<file path="src/rtl/vga_pkg.sv">
// Shared VGA stream type and board-label window constants used by the label address
// generator and the draw_letters overlay stage.
package vga_pkg;

   typedef struct packed {
      logic [10:0] hcount;
      logic [10:0] vcount;
      logic        hsync;
      logic        vsync;
      logic        hblnk;
      logic        vblnk;
      logic [11:0] rgb;
   } vga_t;

   localparam int VGA_W = $bits(vga_t);

   localparam logic [11:0] LETTER_COLOR_DEF = 12'hFFF;
   localparam logic [11:0] SHADOW_COLOR     = 12'h333;

   // File labels (A-H) sit above and below the board
   localparam logic [10:0] FILE_H_MIN     = 11'd256;
   localparam logic [10:0] FILE_H_MAX     = 11'd768;
   localparam logic [10:0] FILE_V_TOP_MIN = 11'd104;
   localparam logic [10:0] FILE_V_TOP_MAX = 11'd120;
   localparam logic [10:0] FILE_V_BOT_MIN = 11'd648;
   localparam logic [10:0] FILE_V_BOT_MAX = 11'd664;
   localparam logic [5:0]  FILE_COL_MIN   = 6'd28;
   localparam logic [5:0]  FILE_COL_MAX   = 6'd35;

   // Rank labels (1-8) sit left and right of the board
   localparam logic [10:0] RANK_V_MIN     = 11'd128;
   localparam logic [10:0] RANK_V_MAX     = 11'd640;
   localparam logic [10:0] RANK_H_L_MIN   = 11'd236;
   localparam logic [10:0] RANK_H_L_MAX   = 11'd244;
   localparam logic [10:0] RANK_H_R_MIN   = 11'd780;
   localparam logic [10:0] RANK_H_R_MAX   = 11'd788;
   localparam logic [5:0]  RANK_ROW_MIN   = 6'd24;
   localparam logic [5:0]  RANK_ROW_MAX   = 6'd40;

endpackage

</file>
<file path="src/rtl/vga_delay.sv">
// Reset-clearable DEPTH-stage delay line for a packed VGA stream word.
module vga_delay #(
   parameter int DEPTH = 1,
   parameter int WIDTH = 38
) (
   input  logic             clk,
   input  logic             rst,
   input  logic [WIDTH-1:0] din,
   output logic [WIDTH-1:0] dout
);

   logic [WIDTH-1:0] stage [DEPTH];

   always_ff @(posedge clk or posedge rst) begin
      if (rst) begin
         for (int i = 0; i < DEPTH; i++) stage[i] <= '0;
      end else begin
         stage[0] <= din;
         for (int i = 1; i < DEPTH; i++) stage[i] <= stage[i-1];
      end
   end

   assign dout = stage[DEPTH-1];

endmodule

</file>
<file path="src/rtl/draw_letters.sv">
// Overlays A-H / 1-8 board label glyphs onto the VGA stream, realigned to font ROM latency.
// Optional 1-px drop shadow enabled by defining LETTER_SHADOW_EN.
module draw_letters
   import vga_pkg::*;
#(
   parameter int          ROM_LATENCY  = 1,
   parameter logic [11:0] LETTER_COLOR = LETTER_COLOR_DEF
) (
   input  logic        clk,
   input  logic        rst,
   input  logic [7:0]  char_pixels,
   input  logic [10:0] vga_in_hcount,
   input  logic [10:0] vga_in_vcount,
   input  logic        vga_in_hsync,
   input  logic        vga_in_vsync,
   input  logic        vga_in_hblnk,
   input  logic        vga_in_vblnk,
   input  logic [11:0] vga_in_rgb,
   output logic [10:0] vga_out_hcount,
   output logic [10:0] vga_out_vcount,
   output logic        vga_out_hsync,
   output logic        vga_out_vsync,
   output logic        vga_out_hblnk,
   output logic        vga_out_vblnk,
   output logic [11:0] vga_out_rgb
);

   vga_t in_px, d_px, nxt_px, out_px;
   logic [5:0] h_mod, v_mod;
   logic       file_win, rank_l, rank_r, rank_win, win_active, glyph_on;
   logic [3:0] x;

   assign in_px = '{hcount: vga_in_hcount, vcount: vga_in_vcount,
                    hsync: vga_in_hsync, vsync: vga_in_vsync,
                    hblnk: vga_in_hblnk, vblnk: vga_in_vblnk, rgb: vga_in_rgb};

   vga_delay #(.DEPTH(ROM_LATENCY), .WIDTH(VGA_W)) u_delay (
      .clk  (clk),
      .rst  (rst),
      .din  (in_px),
      .dout (d_px)
   );

   always_comb begin
      h_mod    = d_px.hcount[5:0];
      v_mod    = d_px.vcount[5:0];
      file_win = (d_px.hcount >= FILE_H_MIN) && (d_px.hcount <= FILE_H_MAX) &&
                 (((d_px.vcount >= FILE_V_TOP_MIN) && (d_px.vcount <= FILE_V_TOP_MAX)) ||
                  ((d_px.vcount >= FILE_V_BOT_MIN) && (d_px.vcount <= FILE_V_BOT_MAX))) &&
                 (h_mod >= FILE_COL_MIN) && (h_mod <= FILE_COL_MAX);
      rank_l   = (d_px.hcount >= RANK_H_L_MIN) && (d_px.hcount <= RANK_H_L_MAX);
      rank_r   = (d_px.hcount >= RANK_H_R_MIN) && (d_px.hcount <= RANK_H_R_MAX);
      rank_win = (d_px.vcount >= RANK_V_MIN) && (d_px.vcount <= RANK_V_MAX) &&
                 (v_mod >= RANK_ROW_MIN) && (v_mod <= RANK_ROW_MAX) && (rank_l || rank_r);
      // File window takes priority should both ever decode
      if (file_win)    x = 4'(h_mod - FILE_COL_MIN);
      else if (rank_l) x = 4'(d_px.hcount - RANK_H_L_MIN);
      else             x = 4'(d_px.hcount - RANK_H_R_MIN);
      win_active = file_win || rank_win;
      // x = 8 is the spacer column of a rank window and never lights
      glyph_on   = win_active && !x[3] && char_pixels[3'd7 - x[2:0]];
   end

`ifdef LETTER_SHADOW_EN
   logic shadow_q;

   always_ff @(posedge clk or posedge rst) begin
      if (rst) shadow_q <= 1'b0;
      else     shadow_q <= glyph_on;
   end
`endif

   always_comb begin
      nxt_px = d_px;
      if (d_px.hblnk || d_px.vblnk) nxt_px.rgb = 12'h000;
      else if (glyph_on)            nxt_px.rgb = LETTER_COLOR;
`ifdef LETTER_SHADOW_EN
      else if (shadow_q)            nxt_px.rgb = SHADOW_COLOR;
`endif
   end

   always_ff @(posedge clk or posedge rst) begin
      if (rst) out_px <= '0;
      else     out_px <= nxt_px;
   end

   assign vga_out_hcount = out_px.hcount;
   assign vga_out_vcount = out_px.vcount;
   assign vga_out_hsync  = out_px.hsync;
   assign vga_out_vsync  = out_px.vsync;
   assign vga_out_hblnk  = out_px.hblnk;
   assign vga_out_vblnk  = out_px.vblnk;
   assign vga_out_rgb    = out_px.rgb;

endmodule

</file>
<file path="config.mk">
export PLATFORM = sky130hd
export DESIGN_NAME = draw_letters
export DESIGN_NICKNAME = d
export VERILOG_FILES = /design/src/rtl/vga_pkg.sv /design/src/rtl/vga_delay.sv /design/src/rtl/draw_letters.sv
export SDC_FILE = /design/constraint.sdc
export NUM_CORES = 1
export LEC_CHECK = 0
export ABC_AREA = 1
export CAP_MARGIN = 10
export CORE_MARGIN = 1
export CORE_UTILIZATION = 44
export DETAILED_ROUTE_END_ITERATION = 10
export GPL_ROUTABILITY_DRIVEN = 0
export HOLD_SLACK_MARGIN = 0.02
export PLACE_DENSITY = 0.8
export SLEW_MARGIN = 30
export SYNTH_ARGS = -nofsm -noshare
export SYNTH_HDL_FRONTEND = slang
export SYNTH_SLANG_ARGS = --single-unit
</file>
<file path="constraint.sdc">
create_clock -name clk -period 3.3 [get_ports clk]
set_clock_uncertainty 0.05 [all_clocks]
set_input_delay 0.66 -clock clk [delete_from_list [all_inputs] [get_ports clk]]
set_output_delay 0.66 -clock clk [all_outputs]
set_load 0.01 [all_outputs]
</file>
# Word level (Yosys, flattened, before mapping)
# Cells that the tools add are included.
[op_classes] addsub=4 order_cmp=17 n_mux=6 reduce_logical=19
[op_table] operator="$le A11 B10 Y1 const B" count=4
[op_table] operator="$mux W12" count=2
[op_table] operator="$ge A11 B10 Y1 const B" count=2
[op_table] operator="$ge A11 B8 Y1 const B" count=2
[op_table] operator="$logic_and A1 B1 Y1" count=14
[op_table] operator="$ge A6 B5 Y1 const B" count=2
[op_table] operator="$le A6 B6 Y1 const B" count=2
[op_table] operator="$sub A4 B4 Y4 const B" count=3
[op_table] operator="$ge A11 B7 Y1 const B" count=1
[op_table] operator="$ge A11 B9 Y1 const B" count=1
[op_table] operator="$le A11 B7 Y1 const B" count=1
[op_table] operator="$le A11 B8 Y1 const B" count=1
[op_table] operator="$mux W4" count=2
[op_table] operator="$logic_or A1 B1 Y1" count=4
[op_table] operator="$lt A3 B4 Y1 const B" count=1
[op_table] operator="$bmux W1 S3" count=1
[op_table] operator="$sub A3 B3 Y3 const A" count=1
[op_table] operator="$logic_not A1 Y1" count=1
[op_table] operator="$mux W1" count=1
[totals] regBits=76 elab_cells=54

# Depth between registers and ports, before layout
# Gate-level depths: netlist of the first run.
[depth] depth_word=13 depth_mapped=11 depth_no_buf=10

# By module
# A second synthesis of the first run with hierarchy kept.
[unflattened] hier_cells=185 hier_area_um2=2459.9
[modules_own_cells] mod="draw_letters" instances=1 cells_per_inst=146 area_per_inst_um2=1505.2
[modules_own_cells] mod="vga_delay" instances=1 cells_per_inst=39 area_per_inst_um2=954.7

# Worst setup path before layout of the first run
# OpenSTA, ideal clock, no wires.
[synth_path] path_type="register -> register" startpoint="register u_delay.stage, in the netlist u_delay.dout[29]" endpoint="register out_px, in the netlist vga_out_rgb[0]" setup_time_ns=0.079 arrival_ns=1.591 required_time_ns=3.171 slack_ns=1.580 path_stages_with_launch=8 period_less_slack_ns=1.720 path_cell_list="dfrtp_1 -> inv_1 -> ha_1 -> or2_2 -> nor3_1 -> nand2_2 -> buf_6 -> a21oi_2"
[synth_rtl] item="start, declared" line="vga_delay.sv:12" text="logic [WIDTH-1:0] stage [DEPTH];"
[synth_rtl] item="end signal, assigned" line="draw_letters.sv:84" text="else out_px <= nxt_px;"
[synth_rtl] item="end, declared" line="draw_letters.sv:28" text="vga_t in_px, d_px, nxt_px, out_px;"

==> results of run 1 <==
[logic make-up after synthesis]
kind of cell | count (synthesis) | synth area share [%]
AOI/OAI and AO/OA | 23 | 6.471
buffers and inverters | 29 | 4.702
and+or+nand+nor | 56 | 9.960
DFF | 76 | 76.85
adders and majority gates | 4 | 2.022
[metrics by stage]
| step | util, % | worst slack (ns) | hold slack (ns) |
|---|---|---|---|
| after detailed placement | 64.89 | 1.073 | 0.2934 |
| after CTS | 68.73 | 1.254 | 0.3094 |
| after floorplan | - | 0.6517 | 0.2812 |
| final | 68.73 | 1.311 | 0.3029 |
| after global routing | 68.73 | 1.134 | 0.3130 |
| after global placement | 64.89 | 1.164 | 0.2826 |
[layout make-up]
cell class                 count  area share (%)
sequential                    76           52.50
timing repair buffer          86           24.04
multi-input combinational     83           12.61
clock buffer                  12           4.283
inverter                      27           2.832
tap                           70           2.418
clock inverter                 4           1.313
[worst max-delay path: cells and delay by family (launching register included)]
| kind | cells | cell delay [ns] |
|---|---|---|
| AND/OR/NAND/NOR | 3 | 0.76 |
| flip-flops | 1 | 0.46 |
| adder cells (fa/ha/maj) | 1 | 0.29 |
| AO/OA/AOI/OAI | 1 | 0.23 |
| buffers and inverters | 1 | 0.11 |
[power groups by stage]
stage / sequential, mW / combinational (mW) / clock, mW
floorplan: 1.02 / 0.0501 / 0
global placement: 1.02 / 0.172 / 0
detailed placement: 1.02 / 0.176 / 0
CTS: 0.999 / 0.177 / 0.723
global route: 1.00 / 0.192 / 0.764
finish: 0.999 / 0.174 / 0.696
[path summary, 6_finish.rpt]
check,depth (start not counted),startpoint,slack [ns],end
setup / recovery,6,u_delay.dout[29]$_DFF_PP0_,1.31,vga_out_rgb[9]$_DFF_PP0_
hold / removal,0,u_delay.dout[14]$_DFF_PP0_,0.30,vga_out_vsync$_DFF_PP0_
setup reg to reg,6,u_delay.dout[29]$_DFF_PP0_,1.31,vga_out_rgb[9]$_DFF_PP0_
hold reg to reg,0,u_delay.dout[14]$_DFF_PP0_,0.30,vga_out_vsync$_DFF_PP0_
max in group asynchronous,3,rst,2.24,u_delay.dout[29]$_DFF_PP0_
min in group asynchronous,3,rst,0.67,vga_out_vsync$_DFF_PP0_
[flip-flops by register name (all words and copies together), names as in the netlist]
| signal | count |
|---|---|
| u_delay.dout | 38 |
| vga_out_hblnk | 1 |
| vga_out_hcount | 11 |
| vga_out_hsync | 1 |
| vga_out_rgb | 12 |
| vga_out_vblnk | 1 |
| vga_out_vcount | 11 |
| vga_out_vsync | 1 |
[cell usage in the layout (no fill, tap or decap), drive strengths merged]
cell / instances
a21oi: 18
buf: 1
bufinv: 1
clkbuf: 12
clkdlybuf4s50: 85
clkinv: 3
clkinvlp: 1
dfrtp: 76
ha: 4
inv: 26
nand2: 28
nand3: 10
nand3b: 2
nand4: 2
nor2: 11
nor3: 1
o21ai: 5
or2: 2
[layer usage]
metal  vias to the layer above  global-route usage [%]  wire length, um
met3                        12                   9.762              366
met1                       753                   18.04             1636
met5                         -                       0                0
met4                         0                   7.358               80
li1                        771                       -                -
met2                        68                   27.95             2204
==> flow_summary.ini, run 1 <==
[clock_network]
h-tree-depth = 3
clk_pin_slew_ns = 0.07
ctsHoldBuffers = 0
cts_setup_buffers = 0
clockBufferDepth = 2
cts_inserted_buffers = 9
ctsRootBufferMaster = clkbuf_8
cts.sinks = 76
cts_tree = done
clk_latency_ns = 0.34
cts-resized-gates = 0

[sta]
finalSetupViolations = 0
period_needed_ns = 1.989
hold_viol = 0
clock.fmax_mhz = 502.6
setup_tns_ns = 0
rsz0062_at_grt = false
finalCritPeriodShare_pct = 60.29
worst_pin_slew_ns = 0.3733
maxSlewViolCount = 0
slew_headroom_pct = 75.11

[synth]
synth_common_cells = 76 x dfrtp_1, 27 x inv_1, 27 x nand2_1
synth_fp_nets = 240
synth-edff-count = 0
avgSynthCellArea_um2 = 13.16
seq_area_frac_synth_pct = 76.85
ys_top_cells_by_area = dfrtp_1 77%, inv_1 4.1%, nand2_1 4.1%, a21oi_2 3.2%, ha_1 2.0%
synth_warnings = 0
syn-cell-area_um2 = 2475
synthCells = 188
synth_most_common_cell = dfrtp_1
yosysTopAreaCell = dfrtp_1
synth_top_area_share_pct = 76.85
synth_ff_type = dfrtp_1
synth_seq_cells = 76
yosysUniqueCellTypes = 18
async_reset_ff_share_pct = 100.0

[place]
numPortBuffers = 85
dp_cells = 342
hpwl_um = 3024
place_area_um2 = 3420

[worst_setup_path]
cp-end-kind = register
cp_data_required_time_ns = 3.51
crit_arrival_ns = 2.20
setup.worst_path.start_class = register
cpMaxStageDelayCell = dfrtp_1
critical_path_class = reg2reg
slowest_delay_ns = 0.46
cp_cell_sequence = inv_1, ha_1, or2_2, nor3_1, nand2_2, a21oi_1
cp_max_fo = 12

[cells_and_area]
stdcell_area_um2 = 3622
finalNetCount = 335
n_antenna_cell = 0
nFillCells = 367
area_growth_pct = 46.36
regArea_um2 = 1902
multi_input_area_um2 = 456.7
drive_gt1_share_pct = 10.76
stdcell_count = 358

[flow_run]
maxCapViolCount = 0

[route]
drc_errors = 0
dr_total_vias = 1604
drt_wl_total_um = 4288
viasPerCell = 4.480
drt-pass1-iter-count = 4
avgRoutedWirePerCell_um = 11.98
drt_iter0_markers = 54
final_antenna_net_count = 0

[floorplan]
die_h_um = 77
ioPinCount = 86
core-area_um2 = 5270
start_util_pct = 46.96
dieArea_um2 = 5929
placementRows = 26
dieWidth_um = 77

[grt]
grt_util_all_layers_pct = 17.12
grt_max_degree = 77
antenna_found_initial = 0
grt_pass1_wl_um = 7410
grt_overflow = 0
grt_pass1_vias = 1686

[pwr]
p_comb_share_pct = 9.3
power_frac_seq_pct = 53.5
p_int_mw = 1.468
powerDensity_nw_per_um2 = 515.7
total_power_mw = 1.868
net-switching-power_uw = 400.3
swShare_pct = 21.43
clock_power_share_pct = 37.2
ir_worst_vdd_mv = 0.3678
total_leakage_power_nw = 1.671

[run_status]
outcome = complete, no violations

[min_path]
hp-class = reg2reg
Note: power is estimated with default switching activity, not from simulation.
==> inputs of run 2 (changes only) <==
Clock period 3.3 ns to 1.89 ns, I/O delays scaled along.
==> run 2 against run 1 <==
Against the previous run:
- final cell count up 0.28%
- total power up 66%
- routed wire length up 3.1%
- non-clock buffer count up 2
- critical path type unchanged
- highest routed layer unchanged
==> flow_summary.ini, run 2 (same netlist as run 1, synthesis figures left out) <==
[run_status]
outcome = complete, no violations

[clock_network]
cts.sinks = 76
clockBufferDepth = 2
cts_inserted_buffers = 9
clk_latency_ns = 0.33
cts_tree = done
ctsRootBufferMaster = clkbuf_8
h-tree-depth = 3
clk_pin_slew_ns = 0.07

[sta]
maxSlewViolCount = 0
period_needed_ns = 1.737
hold_viol = 0
rsz0062_at_grt = false
slew_headroom_pct = 74.77
clock.fmax_mhz = 575.6
finalCritPeriodShare_pct = 91.92
worst_pin_slew_ns = 0.3785
setup_tns_ns = 0
finalSetupViolations = 0

[cells_and_area]
final_core_util_pct = 68.76
largest_register_ffs = 38
n_antenna_cell = 0
area_growth_pct = 46.41
final_common_cell = clkdlybuf4s50_1
drive_gt1_share_pct = 11.07
finalNetCount = 337
layout_common_cells = 85 x clkdlybuf4s50_1, 76 x dfrtp_1, 27 x nand2_1

[route]
drt_iter0_markers = 57
final_antenna_net_count = 0
dr_total_vias = 1606
drt_wl_total_um = 4422
viasPerCell = 4.474
drc_errors = 0
drt-pass1-iter-count = 4
avgRoutedWirePerCell_um = 12.32

[floorplan]
core-area_um2 = 5270
dieArea_um2 = 5929
dieWidth_um = 77
placementRows = 26
ioPinCount = 86
start_util_pct = 46.96
die_h_um = 77

[grt]
grt_util_all_layers_pct = 17.18
antenna_found_initial = 0
grt_overflow = 0
grt_pass1_wl_um = 7527
grt_pass1_vias = 1690
grt_max_degree = 77

[pwr]
powerDensity_nw_per_um2 = 855.9
total_leakage_power_nw = 1.671
ir_worst_vdd_mv = 0.5781
total_power_mw = 3.101

[place]
hpwl_um = 3122
numPortBuffers = 85

[worst_setup_path]
cp_max_fo = 12
cp_data_required_time_ns = 2.09
cp-end-kind = register
crit_arrival_ns = 1.94
setup.worst_path.start_class = register
critical_path_class = reg2reg

[flow_run]
maxCapViolCount = 0

[min_path]
hp-class = reg2reg
[run 2: changes by cell type in the layout (fill, tap and decap cells not counted), sizes merged]
cell    change
buf         +2
clkbuf      +1
bufinv      -1
clkinv      -1
[run 2: worst paths after layout]
kind | start | to | slack, ns | depth (start not counted)
min | u_delay.dout[15]$_DFF_PP0_ | vga_out_hsync$_DFF_PP0_ | 0.31 | 0
min in group asynchronous | rst | vga_out_hsync$_DFF_PP0_ | 0.47 | 3
min reg2reg | u_delay.dout[15]$_DFF_PP0_ | vga_out_hsync$_DFF_PP0_ | 0.31 | 0
max in group asynchronous | rst | vga_out_rgb[5]$_DFF_PP0_ | 1.03 | 3
max reg2reg | u_delay.dout[30]$_DFF_PP0_ | vga_out_rgb[11]$_DFF_PP0_ | 0.15 | 7
max | u_delay.dout[30]$_DFF_PP0_ | vga_out_rgb[11]$_DFF_PP0_ | 0.15 | 7
[run 2: final cells by class]
type	instances	area, um2
sequential	76	1902
fill	400	1647
timing repair buffer	88	898.4
multi-input combinational	83	461.7
clock buffer	13	158.9
inverter	27	105.1
tap	70	87.58
clock inverter	2	10.01
[run 2: layer usage]
metal / GRT usage [%] / share of wire (%) / vias to the layer above
met4: 9.623 / 2.1 / 0
li1: - / - / 778
met3: 5.238 / 6.4 / 11
met2: 28.48 / 51 / 63
met1: 19.84 / 41 / 754
met5: 0 / 0 / -
[run 2: timing repair]
action / CTS / global route
endpoints found under the setup margin: 2 / 6
buffers inserted: 1 / 0
hold buffers: 0 / 0
pin swaps: 1 / 0
gates resized for setup: 0 / 1
[run 2: critical path: stages, from the launching register on]
cell,delay [ns]
dfrtp_1,0.40
inv_1,0.09
ha_1,0.27
or2_2,0.28
nor3_2,0.20
nand2_2,0.08
buf_12,0.16
a21oi_1,0.13
[run 2: metrics by stage]
step | setup WS (ns) | cell area (um2) | hold WS (ns) | std cells
floorplan | 0.1697 | 2479 | 0.2812 | 188
global placement | 0.04947 | 3430 | 0.2831 | 343
detailed placement | -0.02548 | 3430 | 0.2928 | 343
CTS | 0.07771 | 3618 | 0.3085 | 359
global route | 0.03392 | 3623 | 0.3129 | 359
finish | 0.1527 | 3623 | 0.3058 | 359
[run 2: power by group]
group,internal [mW],leakage (nW),switching (mW)
sequential,1.71,0.907,0.0390
combinational,0.183,0.674,0.126
clock,0.538,0.0893,0.510
